===== src/rtl/sar_adc_pkg.sv =====
// Shared types and constants for the SAR ADC sampler.
package sar_adc_pkg;

    localparam int SAMPLE_CNT_W   = 16;
    localparam int N_BITS_DEFAULT = 10;

    typedef enum logic [1:0] {
        IDLE,
        CONVERT,
        RELEASE
    } sampler_state_t;

endpackage


===== src/rtl/sar_adc_sampler_if.sv =====
// Signal bundle between the sampler (master) and its ADC plus downstream consumer (slave).
interface sar_adc_sampler_if #(
    parameter int N_BITS = sar_adc_pkg::N_BITS_DEFAULT
);
    import sar_adc_pkg::*;

    logic                    enable_digital;
    logic                    adc_hold_digital;
    logic                    adc_eoc_digital;
    logic [N_BITS-1:0]       adc_result_digital;
    logic [N_BITS-1:0]       sample_data_digital;
    logic                    sample_valid_digital;
    logic                    sample_ready_digital;
    logic                    timeout_digital;
    logic [SAMPLE_CNT_W-1:0] sample_count_digital;

    modport master (
        input  enable_digital,
        output adc_hold_digital,
        input  adc_eoc_digital,
        input  adc_result_digital,
        output sample_data_digital,
        output sample_valid_digital,
        input  sample_ready_digital,
        output timeout_digital,
        output sample_count_digital
    );

    modport slave (
        output enable_digital,
        input  adc_hold_digital,
        output adc_eoc_digital,
        output adc_result_digital,
        input  sample_data_digital,
        input  sample_valid_digital,
        output sample_ready_digital,
        input  timeout_digital,
        input  sample_count_digital
    );

endinterface


===== src/rtl/sar_sample_buffer.sv =====
// One- or two-entry sample buffer; a pop and a push on the same edge apply pop first.
module sar_sample_buffer
    import sar_adc_pkg::*;
#(
    parameter int N_BITS = N_BITS_DEFAULT,
    parameter int DEPTH  = 1
) (
    input  logic              clk,
    input  logic              reset,
    input  logic              push,
    input  logic [N_BITS-1:0] push_data,
    input  logic              pop,
    output logic              full,
    output logic              empty,
    output logic [N_BITS-1:0] head
);
    localparam logic [1:0] DEPTH_V = 2'(DEPTH);

    logic [1:0]        occ;
    logic [1:0]        occ_after_pop;
    logic [N_BITS-1:0] slot0;
    logic [N_BITS-1:0] slot1;
    logic              pop_ok;
    logic              push_ok;

    // The push sees the occupancy left after this edge's pop, so a full buffer still accepts.
    assign pop_ok        = pop & (occ != 2'd0);
    assign occ_after_pop = occ - {1'b0, pop_ok};
    assign push_ok       = push & (occ_after_pop < DEPTH_V);

    assign full  = (occ == DEPTH_V);
    assign empty = (occ == 2'd0);
    assign head  = slot0;

    always_ff @(posedge clk) begin
        if (reset) begin
            occ   <= 2'd0;
            slot0 <= '0;
            slot1 <= '0;
        end else begin
            occ <= occ_after_pop + {1'b0, push_ok};
            if (pop_ok) begin
                slot0 <= slot1;
            end
            if (push_ok) begin
                if (occ_after_pop == 2'd0) begin
                    slot0 <= push_data;
                end else begin
                    slot1 <= push_data;
                end
            end
        end
    end

endmodule


===== src/rtl/sar_adc_sampler.sv =====
// SAR ADC initiator: paces conversions, captures results, delivers them over valid/ready.
// Define SAR_SAMPLER_FIFO_EN for a 2-entry output FIFO instead of a single output register.
module sar_adc_sampler
    import sar_adc_pkg::*;
#(
    parameter int N_BITS        = N_BITS_DEFAULT,
    parameter int SAMPLE_PERIOD = 32,
    parameter int CONV_TIMEOUT  = 64
) (
    input logic               clk,
    input logic               reset,
    sar_adc_sampler_if.master bus
);
    localparam int PERIOD_W = $clog2(SAMPLE_PERIOD) + 1;
    localparam int TMO_W    = $clog2(CONV_TIMEOUT) + 1;
    localparam logic [PERIOD_W-1:0] PERIOD_RELOAD = PERIOD_W'(SAMPLE_PERIOD - 1);
    localparam logic [TMO_W-1:0]    TMO_LAST      = TMO_W'(CONV_TIMEOUT - 1);
`ifdef SAR_SAMPLER_FIFO_EN
    localparam int BUF_DEPTH = 2;
`else
    localparam int BUF_DEPTH = 1;
`endif

    sampler_state_t          state;
    logic                    hold;
    logic [PERIOD_W-1:0]     period_cnt;
    logic [TMO_W-1:0]        tmo_cnt;
    logic                    timeout_flag;
    logic [SAMPLE_CNT_W-1:0] sample_cnt;

    logic                    buf_push;
    logic                    buf_pop;
    logic                    buf_full;
    logic                    buf_empty;
    logic [N_BITS-1:0]       buf_head;
    logic                    has_space;
    logic                    start;

    assign buf_pop  = bus.sample_ready_digital & ~buf_empty;
    assign buf_push = (state == CONVERT) & bus.adc_eoc_digital;

`ifdef SAR_SAMPLER_FIFO_EN
    assign has_space = ~buf_full;
`else
    // A full single register counts as free when it is being popped on this edge.
    assign has_space = ~buf_full | bus.sample_ready_digital;
`endif

    assign start = bus.enable_digital & (period_cnt == '0) & has_space;

    sar_sample_buffer #(
        .N_BITS (N_BITS),
        .DEPTH  (BUF_DEPTH)
    ) u_buf (
        .clk       (clk),
        .reset     (reset),
        .push      (buf_push),
        .push_data (bus.adc_result_digital),
        .pop       (buf_pop),
        .full      (buf_full),
        .empty     (buf_empty),
        .head      (buf_head)
    );

    always_ff @(posedge clk) begin
        if (reset) begin
            state        <= IDLE;
            hold         <= 1'b0;
            period_cnt   <= '0;
            tmo_cnt      <= '0;
            timeout_flag <= 1'b0;
        end else begin
            if (period_cnt != '0) begin
                period_cnt <= period_cnt - PERIOD_W'(1);
            end
            case (state)
                IDLE: begin
                    if (start) begin
                        state      <= CONVERT;
                        hold       <= 1'b1;
                        period_cnt <= PERIOD_RELOAD;
                        tmo_cnt    <= '0;
                    end
                end
                CONVERT: begin
                    tmo_cnt <= tmo_cnt + TMO_W'(1);
                    // End-of-conversion wins over a timeout landing on the same cycle.
                    if (bus.adc_eoc_digital) begin
                        state <= RELEASE;
                        hold  <= 1'b0;
                    end else if (tmo_cnt == TMO_LAST) begin
                        state        <= RELEASE;
                        hold         <= 1'b0;
                        timeout_flag <= 1'b1;
                    end
                end
                RELEASE: begin
                    if (!bus.adc_eoc_digital) begin
                        state <= IDLE;
                    end
                end
                default: begin
                    state <= IDLE;
                    hold  <= 1'b0;
                end
            endcase
        end
    end

    // Written every cycle so the count always follows its own current value.
    always_ff @(posedge clk) begin
        if (reset) begin
            sample_cnt <= '0;
        end else begin
            sample_cnt <= sample_cnt + SAMPLE_CNT_W'(buf_pop);
        end
    end

    assign bus.adc_hold_digital     = hold;
    assign bus.sample_data_digital  = buf_head;
    assign bus.sample_valid_digital = ~buf_empty;
    assign bus.timeout_digital      = timeout_flag;
    assign bus.sample_count_digital = sample_cnt;

endmodule


===== src/flat_wrapper.sv =====
// flat-port wrapper written by rule: the top's interface ports become plain ports
module sar_adc_sampler_flat import sar_adc_pkg::*;
#(
    parameter int N_BITS        = N_BITS_DEFAULT,
    parameter int SAMPLE_PERIOD = 32,
    parameter int CONV_TIMEOUT  = 64
)
  (clk, reset, bus_enable_digital, bus_adc_hold_digital, bus_adc_eoc_digital, bus_adc_result_digital, bus_sample_data_digital, bus_sample_valid_digital, bus_sample_ready_digital, bus_timeout_digital, bus_sample_count_digital);
  sar_adc_sampler_if #(.N_BITS(N_BITS)) bus_i ();
  input logic clk;
  input logic reset;
  input wire logic [$bits(bus_i.enable_digital)-1:0] bus_enable_digital;
  output wire logic [$bits(bus_i.adc_hold_digital)-1:0] bus_adc_hold_digital;
  input wire logic [$bits(bus_i.adc_eoc_digital)-1:0] bus_adc_eoc_digital;
  input wire logic [$bits(bus_i.adc_result_digital)-1:0] bus_adc_result_digital;
  output wire logic [$bits(bus_i.sample_data_digital)-1:0] bus_sample_data_digital;
  output wire logic [$bits(bus_i.sample_valid_digital)-1:0] bus_sample_valid_digital;
  input wire logic [$bits(bus_i.sample_ready_digital)-1:0] bus_sample_ready_digital;
  output wire logic [$bits(bus_i.timeout_digital)-1:0] bus_timeout_digital;
  output wire logic [$bits(bus_i.sample_count_digital)-1:0] bus_sample_count_digital;
  assign bus_i.enable_digital = bus_enable_digital;
  assign bus_adc_hold_digital = bus_i.adc_hold_digital;
  assign bus_i.adc_eoc_digital = bus_adc_eoc_digital;
  assign bus_i.adc_result_digital = bus_adc_result_digital;
  assign bus_sample_data_digital = bus_i.sample_data_digital;
  assign bus_sample_valid_digital = bus_i.sample_valid_digital;
  assign bus_i.sample_ready_digital = bus_sample_ready_digital;
  assign bus_timeout_digital = bus_i.timeout_digital;
  assign bus_sample_count_digital = bus_i.sample_count_digital;
  sar_adc_sampler #(.N_BITS(N_BITS), .SAMPLE_PERIOD(SAMPLE_PERIOD), .CONV_TIMEOUT(CONV_TIMEOUT)) u_core (.clk(clk), .reset(reset), .bus(bus_i));
endmodule

===== config.mk =====
export PLATFORM = sky130hd
export DESIGN_NAME = sar_adc_sampler_flat
export DESIGN_NICKNAME = d
export VERILOG_FILES = /design/src/rtl/sar_adc_pkg.sv /design/src/rtl/sar_adc_sampler_if.sv /design/src/rtl/sar_sample_buffer.sv /design/src/rtl/sar_adc_sampler.sv /design/src/flat_wrapper.sv
export SDC_FILE = /design/constraint.sdc
export NUM_CORES = 1
export LEC_CHECK = 0
export ABC_AREA = 1
export BUFFER_PORTS_ARGS = -buffer_cell sky130_fd_sc_hd__buf_2
export CAP_MARGIN = 20
export CORE_ASPECT_RATIO = 1.75
export CORE_MARGIN = 2
export CORE_UTILIZATION = 45
export CTS_CLUSTER_SIZE = 12
export DETAILED_ROUTE_END_ITERATION = 10
export PLACE_DENSITY = 0.72
export SLEW_MARGIN = 30
export SYNTH_ARGS = -nofsm -noshare
export SYNTH_HDL_FRONTEND = slang
export SYNTH_SLANG_ARGS = --single-unit

===== constraint.sdc =====
create_clock -name clk -period 3.7 [get_ports clk]
set_clock_uncertainty 0.05 [all_clocks]
set_input_delay 0.74 -clock clk [delete_from_list [all_inputs] [get_ports clk]]
set_output_delay 0.74 -clock clk [all_outputs]
set_load 0.03 [all_outputs]

# Yosys cells after proc, flatten, opt, wreduce, memory -nomap -nowiden
# Cells that the tools add are included.
[classes]
n_reduce_logical = 12
n_addsub = 5
bitwise = 12
mux = 17
magnitude_cmp = 1
n_eq_ne = 7
[op_table]
columns = ["cell", "count"]
rows = [
  ["$mux 10", 3],
  ["$mux 6", 3],
  ["$add 16x1->16", 1],
  ["$pmux 7 s2", 1],
  ["$reduce_and 3->1", 3],
  ["$mux 2", 4],
  ["$add 7x1->7 const B", 1],
  ["$eq 7x6->1 const B", 1],
  ["$mux 7", 1],
  ["$and 1x1->1", 6],
  ["$logic_not 2->1", 3],
  ["$logic_not 6->1", 1],
  ["$pmux 2 s3", 1],
  ["$reduce_bool 6->1", 1],
  ["$sub 6x1->6 const B", 1],
  ["$not 1->1", 5],
  ["$eq 2x1->1 const B", 2],
  ["$reduce_and 2->1", 2],
  ["$reduce_bool 2->1", 2],
  ["$mux 1", 3],
  ["$ne 3x3->1 const B", 1],
  ["$pmux 1 s3", 1],
  ["$add 2x1->2", 1],
  ["$eq 2x2->1 const B", 1],
  ["other kinds (5)", 5],
]
[word_totals]
ff_bits = 55
word_cells = 63
inputBits = 15
output_inout_bits = 29

# Logic depth before layout (Yosys ltp)
[depth]
word_depth = 8
mapped_depth = 15
mapped_depth_nobuf = 14

# Modules after synthesis
# From an unflattened synthesis, not the netlist that was laid out.
[unflattened]
cells_unflattened = 375
area_unflattened_um2 = 2711.4
[by_module_without_submodules]
columns = ["module", "cells_per_inst", "area_each_um2", "n_inst", "seq_area_each_um2"]
rows = [
  ["sar_adc_sampler", 236, 1761.7, 1, 660.6],
  ["sar_sample_buffer", 139, 949.7, 1, 440.4],
]

# Worst setup path before layout
# OpenSTA, ideal clock, no wires.
[synth_path]
path_kind = "input to register"
start = "in bus_sample_ready_digital"
end = "reg u_core.sample_cnt[10] (netlist: u_core.bus.sample_count_digital[10])"
path_stages = 13
path_buffers = 1
arrival_time_ns = 1.997
required_ns = 3.537
setup_slack_ns = 1.540
setup_ns = 0.113
path_cell_list = "nand2_1 -> clkbuf_1 -> inv_1 -> ha_1 -> ha_1 -> nand3_2 -> inv_2 -> nand3_2 -> nor2_1 -> nand2_1 -> nand2_1 -> nand2_1 -> nor2_1"
[synth_between]
elab_chain_cells = 2
[synth_lines]
columns = ["item", "line_no", "text"]
rows = [
  ["start: declaration", "flat_wrapper.sv:18", "input wire logic [$bits(bus_i.sample_ready_digital)-1:0] bus_sample_ready_digital;"],
  ["$and 1x1->1", "sar_adc_sampler.sv:39", "assign buf_pop = bus.sample_ready_digital & ~buf_empty;"],
  ["$add 16x1->16", "sar_adc_sampler.sv:115", "sample_cnt <= sample_cnt + SAMPLE_CNT_W'(buf_pop);"],
  ["end signal: assignment", "sar_adc_sampler.sv:115", ""],
  ["end: declaration", "sar_adc_sampler.sv:29", "logic [SAMPLE_CNT_W-1:0] sample_cnt;"],
]
# Every way passes these cells.
# A chain may end at the register's enable or synchronous reset.

# Final worst setup path
[layout_path]
start = "in bus_sample_ready_digital"
end = "reg u_core.u_buf.slot0[0] (netlist: u_core.u_buf.head[0])"
[layout_between]
elab_chain_cells = 6
word_cells_on_any_way = 9
classes_between = "add/sub (1); order compare (1); mux (3); bitwise (3); reduce/logical (1)"
[layout_lines]
columns = ["item", "line_no", "text"]
rows = [
  ["$and 1x1->1 *", "sar_adc_sampler.sv:39", ""],
  ["$and 1x1->1 *", "sar_sample_buffer.sv:27", "assign pop_ok = pop & (occ != 2'd0);"],
  ["$sub 2x1->2", "sar_sample_buffer.sv:28", "assign occ_after_pop = occ - {1'b0, pop_ok};"],
  ["$lt 2x1->1 / $logic_not 2->1 (equally long branches)", "sar_sample_buffer.sv:29, sar_sample_buffer.sv:46", ""],
  ["$and 1x1->1 / $mux 10 (equally long branches)", "sar_sample_buffer.sv:29, sar_sample_buffer.sv:46", ""],
  ["$mux 10 *", "sar_sample_buffer.sv:45", "if (push_ok) begin"],
  ["end signal: assignment", "sar_sample_buffer.sv:43", "slot0 <= slot1;"],
  ["end signal: assignment", "sar_sample_buffer.sv:47", "slot0 <= push_data;"],
  ["end: declaration", "sar_sample_buffer.sv:21", "logic [N_BITS-1:0] slot0;"],
]
# Mark *: on every way between the ends. The rest lies on a longest branch, timed or not.

==> key figures <==
Finish
  – Final Instance Area: approximately 0.0028 mm^2
  – Area growth syn-to-layout: 13.54%
  – Antenna Cells: 0
  – Share of layout cells above drive strength 1: 0.1867
  – Net count reported at finish: between 300 and 400
  – Fillers: between 500 and 600

Global route
  – Largest net degree at the start of global routing: 34
  – Global-route usage over all layers: 0.1712
  – Initial antenna violation count: 0
  – Global-route wire length before repair: between 8 and 9 mm
  – Vias in the first global route: just under 2,000
  – Total grt overflow: 0

Power
  – Sw Pwr: 0.5304 mW
  – Max VDD drop: roughly 0.2 mV
  – Gate power share: 0.288
  – Sw frac: 0.3587
  – Clock Power Share: 0.236
  – Leak: 1.181 nW
  – Internal power: about 0.95 mW
  – Power per cell area: 530.0 mW/mm^2
  – Flop pwr share: 0.476

Place
  – Placed cell areas: ~0.0027 mm^2
  – DP Wirelength: about 3.6 mm
  – PortBufs: 43
  – Gpl congestion: 0.8867

Route
  – Initial DRC Count: 94
  – Vias post-DR: 2,159
  – DR DRC count: 0
  – Routed wire length: roughly 4.9 mm
  – Routed Antenna Nets: 0
  – Drt wl/cell: approximately 11 um
  – First-pass iteration count of the detailed router: 4
  – Avg Vias per Cell: 5.021

Worst setup path
  – RR Startpoint: u_core.u_buf.occ[0]
  – CP endpoint: u_core.u_buf.head[0]
  – Crit. End Element: register
  – Worst setup path startpoint: bus_sample_ready_digital
  – R2R depth: 10
  – Critical Path RT: a little under 4000 ps
  – Crit path arrival time: approximately 2600 ps
  – CP Launch Type: input pin
  – CP Class: input pin to register
  – Reg2reg end: u_core.u_buf.head[0]
  – Reg-to-reg setup timing slack: 1330 ps
  – Crit path max fanout: 21

Die
  – Core Area: around 0.0053 mm^2
  – Die W: roughly 60 um
  – IO Pins: 44
  – Initial Util: 0.4676
  – Die Area: between 0.006 and 0.007 mm^2
  – Cell row count: 35
  – Die height: a little over 100 um

Logic synthesis
  – Post-synth top flop: dfxtp_1
  – Most frequent cell after synthesis: nor2_1
  – Area of the mapped netlist: ~0.0025 mm^2
  – Area contributors post-synth: dfxtp_1 (45%), nor2_1 (8.9%), nand2_1 (8.6%)
  – Post-synth cell types: 34
  – Synth Instances: 333
  – Most instantiated cells after synthesis: nor2_1 (58), nand2_1 (56), dfxtp_1 (55)
  – Number of flops mapped to enable cells by yosys: 0
  – Net count after synthesis: 354
  – Top-area cell type share of the netlist area: 0.4481
  – Mean post-synth cell area: 7.379 um^2
  – Async SR Flop Fraction: 0
  – Ys Warns: 0
  – Register area share after synthesis: 0.4481
  – Synth Register Bits: 55
  – Cell taking the most area after synthesis: dfxtp_1

STA
  – Fin. max-slew vios: 0
  – Final hold violations: 0
  – Tmin final: 2439 ps
  – Tcrit/Tclk final: 0.6593
  – WHS: 381.2 ps
  – Pin slew with the least headroom to its limit: about 680 ps
  – Final setup fails: 0
  – Max-slew headroom: 0.5460
  – Max Fclk: 0.4100 GHz
  – Unrepaired setup endpoints after global routing: false
  – Setup Total Neg Slack: 0 ps

Clock network
  – Clock sinks: between 50 and 60
  – Post-CTS setup buffer count: 0
  – Clk_lat worst skew: roughly 300 ps
  – CTS resizes: 0
  – Post-CTS Hold Fix Bufs: 0
  – Register clock-pin slew on the reported worst setup and hold paths: roughly 110 ps
  – Cts bufs inserted: 5
  – CTS Buffer Depth: 2
  – TritonCTS clock tree: built
  – CTS root buf: clkbuf_8
  – CTS H-tree lvls: 2

Min path
  – Hold Path Class: register to register
  – Hold Crit Depth: 2

Flow run
  – MaxCap Viol Count: 0

Outcome
  – Status: finished, final reports clean
==> layout make-up <==
cell class / count / area (um^2) / area share
Tap cell: 55 / 68.82 / 0.02466
Timing Repair Buffer: 44 / 222.7 / 0.07982
Clock buffer: 5 / 68.82 / 0.02466
Clock inverter: 3 / 28.78 / 0.01031
Sequential cell: 55 / 1101 / 0.3946
Inverter: 40 / 150.1 / 0.05381
Multi-Input combinational cell: 228 / 1150 / 0.4121
==> per-layer routing <==
layer / track usage / wire, um
met5: 0 / 0
met4: 0.05983 / 81
met3: 0.02682 / 152
met2: 0.3202 / 2577
met1: 0.1864 / 2056
==> how the worst min path moves through the flow <==
stage | start | to | slack [ps]
2_1_floorplan | u_core.u_buf.slot1[0] | u_core.u_buf.slot1[0] | 350
3_3_place_gp | u_core.u_buf.slot1[4] | u_core.u_buf.slot1[4] | 360
3_5_place_dp | u_core.u_buf.slot1[7] | u_core.u_buf.slot1[7] | 370
4_1_cts | u_core.u_buf.slot1[7] | u_core.u_buf.slot1[7] | 390
5_1_grt | u_core.u_buf.slot1[8] | u_core.u_buf.slot1[8] | 410
6_report | u_core.u_buf.slot1[7] | u_core.u_buf.slot1[7] | 380
==> cell families (layout without fill, tap and decap cells) <==
group                      Yosys count  count (layout)  share of synthesized area
buffers and inverters               50              92                    0.08401
AOI/OAI and AO/OA                   64              64                     0.1380
and+or+nand+nor                    153             153                     0.2816
xor gates and xnor gates             5               5                    0.01782
adders and majority gates            6               6                    0.03055
DFF                                 55              55                     0.4481
==> per-stage QoR <==
step	total power [mW]	std cells	utilization	setup slack [ps]
6_report	1.479	430	0.5310	1261
5_1_grt	1.576	430	0.5310	1072
3_5_place_dp	1.149	422	0.5124	926.1
4_1_cts	1.495	430	0.5310	1236
2_1_floorplan	1.058	333	-	1540
3_3_place_gp	1.138	422	0.5124	959.1
==> worst max-delay path, stage by stage <==
cell     delay [ps]
buf_2           100
nand2_1         410
inv_1           150
ha_1            230
xnor2_1         210
nand4_2         330
inv_2           290
nor2_1           60
nor2_1          100
==> power groups by stage <==
stage / clock network, mW / registers (mW) / logic [mW]
finish: 0.349 / 0.704 / 0.426
global route: 0.379 / 0.714 / 0.484
CTS: 0.357 / 0.704 / 0.434
detailed placement: 0 / 0.718 / 0.432
global placement: 0 / 0.717 / 0.421
floorplan: 0 / 0.753 / 0.305
==> flip-flops by register name, indices dropped and copies added (netlist names) <==
register and flops:
u_core.tmo_cnt 7, u_core.bus.adc_hold_digital 1, u_core.u_buf.slot1 10, u_core.bus.timeout_digital 1, u_core.state 2, u_core.period_cnt 6, u_core.bus.sample_count_digital 16, u_core.u_buf.head 10
u_core.u_buf.occ 2
==> cells in the final DEF, fill, tap and decap left out, types with 2 or more instances in the layout <==
master / count
inv_1: 34
nand3_1: 18
inv_2: 6
clkinv_4: 2
nand4_1: 2
xnor2_1: 3
a21oi_1: 21
nand4_2: 2
ha_1: 6
nand3_2: 3
a21oi_2: 2
nand2_1: 56
o21ai_0: 26
buf_2: 43
nor3_1: 3
nor2_1: 58
nand3b_1: 2
o21ai_1: 10
dfxtp_1: 55
xor2_1: 2
or2_0: 2
clkbuf_8: 5
Power figures use the tool's default switching activity.
